**src/rtl/flag_stack_register.sv**
```systemverilog
// Condition-flag register with per-bit write enables and a LIFO save/restore stack for interrupt nesting.
// Optional build macro FLAG_STACK_WRAP_EN: save while full overwrites the oldest entry instead of being dropped.
module flag_stack_register #(
  parameter int FLAG_W = 3,
  parameter int DEPTH  = 4
) (
  input  logic                       i_clk,
  input  logic                       i_rst_n,
  input  logic [FLAG_W-1:0]          i_flags,
  input  logic [FLAG_W-1:0]          i_wr_mask,
  input  logic                       i_save,
  input  logic                       i_restore,
  input  logic                       i_err_clr,
  output logic [FLAG_W-1:0]          o_flags,
  output logic [$clog2(DEPTH):0]     o_depth,
  output logic                       o_empty,
  output logic                       o_full,
  output logic                       o_overflow,
  output logic                       o_underflow
);

  localparam int AW = $clog2(DEPTH);
  localparam int DW = AW + 1;

  logic [FLAG_W-1:0] flags_q, flags_d;
  logic [DW-1:0]     depth_q, depth_d;
  logic [FLAG_W-1:0] stack_q [DEPTH];
  logic [FLAG_W-1:0] stack_d [DEPTH];
  logic              ovf_q, ovf_d;
  logic              unf_q, unf_d;
  logic              empty, full;
  logic [AW-1:0]     top_idx, push_idx;
  logic [DW-1:0]     depth_m1;

  assign empty    = (depth_q == '0);
  assign full     = (depth_q == DW'(DEPTH));
  assign depth_m1 = depth_q - DW'(1);
  assign top_idx  = depth_m1[AW-1:0];
  // push_idx wraps to 0 when full, but it is only used when not full
  assign push_idx = depth_q[AW-1:0];

  always_comb begin
    flags_d = (flags_q & ~i_wr_mask) | (i_flags & i_wr_mask);
    depth_d = depth_q;
    stack_d = stack_q;
    ovf_d   = ovf_q & ~i_err_clr;
    unf_d   = unf_q & ~i_err_clr;

    if (i_restore && empty) begin
      unf_d = 1'b1;
    end

    if (i_save && i_restore && !empty) begin
      stack_d[top_idx] = flags_q;
      flags_d          = stack_q[top_idx];
    end else if (i_restore && !empty) begin
      flags_d          = stack_q[top_idx];
      stack_d[top_idx] = '0;
      depth_d          = depth_m1;
    end else if (i_save) begin
      if (!full) begin
        stack_d[push_idx] = flags_q;
        depth_d           = depth_q + DW'(1);
      end else begin
`ifdef FLAG_STACK_WRAP_EN
        // Shift out the oldest entry so the newest DEPTH saves stay in LIFO order
        for (int i = 0; i < DEPTH - 1; i++) begin
          stack_d[i] = stack_q[i+1];
        end
        stack_d[DEPTH-1] = flags_q;
`else
        ovf_d = 1'b1;
`endif
      end
    end
  end

  always_ff @(posedge i_clk or negedge i_rst_n) begin
    if (!i_rst_n) begin
      flags_q <= '0;
      depth_q <= '0;
      ovf_q   <= 1'b0;
      unf_q   <= 1'b0;
      for (int i = 0; i < DEPTH; i++) begin
        stack_q[i] <= '0;
      end
    end else begin
      flags_q <= flags_d;
      depth_q <= depth_d;
      ovf_q   <= ovf_d;
      unf_q   <= unf_d;
      stack_q <= stack_d;
    end
  end

  assign o_flags     = flags_q;
  assign o_depth     = depth_q;
  assign o_empty     = empty;
  assign o_full      = full;
  assign o_overflow  = ovf_q;
  assign o_underflow = unf_q;

endmodule

```
**config.mk**
```make
export PLATFORM = sky130hd
export DESIGN_NAME = flag_stack_register
export DESIGN_NICKNAME = d
export VERILOG_FILES = /design/src/rtl/flag_stack_register.sv
export SDC_FILE = /design/constraint.sdc
export NUM_CORES = 1
export LEC_CHECK = 0
export ABC_AREA = 1
export BUFFER_PORTS_ARGS = -buffer_cell sky130_fd_sc_hd__buf_4
export CORE_ASPECT_RATIO = 0.7
export CORE_MARGIN = 4
export CORE_UTILIZATION = 55
export DETAILED_ROUTE_END_ITERATION = 16
export HOLD_SLACK_MARGIN = 0.02
export PLACE_DENSITY = 0.77
export RECOVER_POWER = 25
export SLEW_MARGIN = 10
export SYNTH_ARGS = -nofsm -noshare
export SYNTH_HDL_FRONTEND = slang
export SYNTH_SLANG_ARGS = --single-unit
export TNS_END_PERCENT = 30
```
**constraint.sdc**
```tcl
create_clock -name i_clk -period 4.1 [get_ports i_clk]
set_input_delay 0.82 -clock i_clk [delete_from_list [all_inputs] [get_ports i_clk]]
set_output_delay 0.82 -clock i_clk [all_outputs]
set_load 0.005 [all_outputs]
```
Word level (Yosys, flattened, before mapping). Cells that the tools add are included.

$add $sub $neg: 2. Order comparisons: 4. Equality and inequality tests: 3. Multiplexer cells: 23. Bitwise gates (word level): 12. Reduce and logical (&&, ||, !) cells: 12.

Operators by type and width (number): $mux 12 (4); $mux 3 (9); $bwmux 12 (2); $and 12x12->12 (1); $demux 3 s2 (2); $not 12->12 (1); $and 3x3->3 (2); $bmux 3 s2 (1); $ge 3x3->1 const B (2); $logic_and 1x1->1 (6); $lt 3x1->1 const B (2); $not 2->3 (2); $mux 1 (5); $add 3x1->3 const B (1); $eq 3x3->1 const B (1); $logic_not 3->1 (1); $ne 3x1->1 const B (1); $not 3->3 (1); $or 3x3->3 (1); $reduce_and 3->1 (1); $reduce_bool 3->1 (1); $sub 3x1->3 const B (1); $and 1x1->1 (2); $ne 2x1->1 const B (1); other kinds (4) (5).

Bits in registers: 20. Output and inout bits: 10. Logic and storage cells: 64.

Depth between registers and ports, before layout.
Depth after elaboration: 10. Depth in mapped cells: 10. Mapped depth without buffers: 9.

Least setup slack after synthesis. No wires, ideal clock.

Path type: flip-flop to output port. Start point: reg depth_q[0] (netlist: o_depth[0]). End point: out o_full. Arrival: 1.296 ns. Data required time: 3.280 ns. Setup slack: 1.984 ns. Stages on the path, launching flop included: 5. Buffers on the path: 0. Cell sequence: dfrtp_1 > clkinv_1 > ha_1 > nand2_1 > inv_1.

Cells in the longest elaborated chain, start to end: 1.

RTL lines: start, declared (RTL line 26) `logic [DW-1:0] depth_q, depth_d;`; start signal, assigned (RTL line 89) `depth_q <= depth_d;`; $eq 3x3->1 (RTL line 36) `assign full = (depth_q == DW'(DEPTH));`; end, declared (RTL line 17) `output logic o_full,`.

No other way between the ends.

Worst setup path in the final report. Same ends and word-level chain as after synthesis.

==> impl_metrics.toml <==
[pwr]
p_per_area_nw_per_um2 = 742
leakage_nw = 0.784
peakVddDrop_mv = 0.393

[routing]
postRouteAntennaNets = 0
wirelength_um = 2990
dr.pass1.iters = 4
wl_per_cell_um = 13.8
viasPerCell = 5.39
via_count = 1164
drt_iter0_markers = 79
route.detailed.drc = 0

[layout]
areaGrowthSynthToFinish_pct = 17.2
layout-drive-gt1-share_pct = 17.4
utilization_pct = 67.3
num_antenna_cells = 0
nets = 203
layout_common_cells = "nand2_1, nand3_1, dfrtp_1"
design_area_sq_um = 1440
layout_commonest_cell = "nand2_1"

[sta]
rsz0062_at_grt = "false"
report.final.slew_viol_count = 0
finalCriticalPeriod_ns = 2.86
skew_ns = 0.00645
hold_viol_final = 0
finalSetupViolCount = 0
fin_tns_setup_ns = 0
worst_pin_slew_ns = 1.03
whs_ns = 0.505
setup_ws_ns = 1.24
fmax_mhz = 350
worst_slew_margin_rel_pct = 31.2
final.period_utilization_pct = 69.7

[grt]
overflow = 0
use_met2_pct = 33.6
antenna_found_initial = 0
grt_first_pass_wirelength_um = 4860
grt_max_degree = 21
use_met1_pct = 29.2
met3_usage_pct = 7.04
grt_pass1_vias = 1049
top_usage_layer = "met2"
track_usage_pct = 21.4

[critical_path]
crit_type = "reg2out"
end_kind = "output port"
crit_fanout = 11
crit_slowest_cell = "dfrtp_1"
cp-start-kind = "register"
critical_path_required_ns = 3.28
worstPathCellList = "clkinv_1, ha_1, nand2_1, inv_1, buf_4"
critPathArrivalTime_ns = 2.04
worst_path_largest_cell_delay_ns = 0.59

[cts]
clockBufferDepth = 2
clkSinkCount = 20
numCtsBuffers = 3
cts_tree = "yes"
path_clk_slew_ns = 0.11
clk_latency_ns = 0.30
cts_setup_buffers = 0
root_buffer = "clkbuf_4"
htreeDepth = 1
postCtsHoldBufs = 0
cts_resized = 0

[floorplanning]
io_pins = 21
core_area_sq_um = 2140
num_rows = 14
initial_utilization_pct = 57.4
die-area_sq_um = 3060
fp.dieW_um = 64.5
die_height_um = 47.5

[yosys]
ys_warn_count = 0
syn_area_per_cell_sq_um = 7.62
synth_top_area_share_pct = 40.8
synth_seq_area_share_pct = 40.8
ys_seq_elements = 20
synth.net_count = 179
synth_top_area_cell = "dfrtp_1"
synth_cell_types = 19
synth_area_sq_um = 1230
ys_top_cells_by_area = "dfrtp_1, nand2_1, nand3_1"
synth_cells = 161

[placement]
place_hpwl_um = 2330
place_ws_ns = 1.61
io_buffers = 20
gp_congestion = 0.926
place_area_sq_um = 1410

[flow_run]
maxCapViolations = 0

[min_path]
hold_class = "reg2reg"

[run_status]
run_status = "complete, no violations"
## power breakdown
group,internal (mW),total [mW],leakage (nW),switching (mW)
Combinational,0.223,0.567,0.505,0.344
Clock,0.0542,0.115,0.0210,0.0605
Sequential,0.283,0.387,0.258,0.103
Total,0.560,1.07,0.784,0.508
## metrics by stage
step | instances | total power, mW
after global routing | 216 | 1.16
after CTS | 216 | 1.06
final | 216 | 1.07
after detailed placement | 212 | 0.948
after floorplan | 161 | 0.750
after global placement | 212 | 0.928
## layout make-up
class                           count  area [sq um]
Inverter                           17          63.8
Fill cell                         189           698
Sequential cell                    20           500
Tap cell                           32          40.0
Timing Repair Buffer               20           146
Multi-Input combinational cell    123           652
Clock buffer                        4          36.3
## routing by layer
layer / vias to the layer above / routed length (um)
met5: - / 0
met4: 0 / 56
met3: 9 / 261
met2: 56 / 1320
met1: 531 / 1340
li1: 568 / -
## critical path: cells and delay by family (launching register included)
kind          cells  cell delay [ns]
fa+ha+maj         1             0.40
buf+inv           3             0.59
flops             1             0.59
simple gates      1             0.16
## cell families after synthesis
| kind of cell | Yosys count | synth area share [%] |
|---|---|---|
| flip-flops | 20 | 40.8 |
| AND/OR/NAND/NOR | 98 | 35.2 |
| XOR/XNOR | 1 | 0.714 |
| AO/OA/AOI/OAI | 15 | 8.46 |
| adder cells (fa/ha/maj) | 7 | 7.14 |
| multiplexers | 2 | 1.63 |
| buffers and inverters | 18 | 6.12 |
## worst paths after layout
kind,cells after the start,to,startpoint,slack (ns)
max in group asynchronous,1,o_underflow$_DFF_PN0_,i_rst_n,2.82
worst max register to register,8,stack_q[1]$_DFFE_PN0P_,o_depth[0]$_DFFE_PN0P_,1.79
worst max-delay path,5,o_full,o_depth[0]$_DFFE_PN0P_,1.24
worst min register to register,2,stack_q[7]$_DFFE_PN0P_,stack_q[7]$_DFFE_PN0P_,0.50
worst min-delay path,2,stack_q[7]$_DFFE_PN0P_,stack_q[7]$_DFFE_PN0P_,0.50
min in group asynchronous,1,asynchronous set/reset pin,i_rst_n,0.66
## cell usage after synthesis
cell type and instances:
buf_6 1, clkinv_1 2, dfrtp_1 20, ha_1 7
inv_1 13, inv_2 2, mux2i_1 2, nand2_1 56
nand2_4 3, nand3_1 24, nand3b_1 1, nand4_1 3
nor2_1 11, o21a_1 1, o21ai_0 9, o21ai_2 3
o21ai_4 1, o32ai_1 1, xor2_1 1
(Power assumes the default switching activity.)
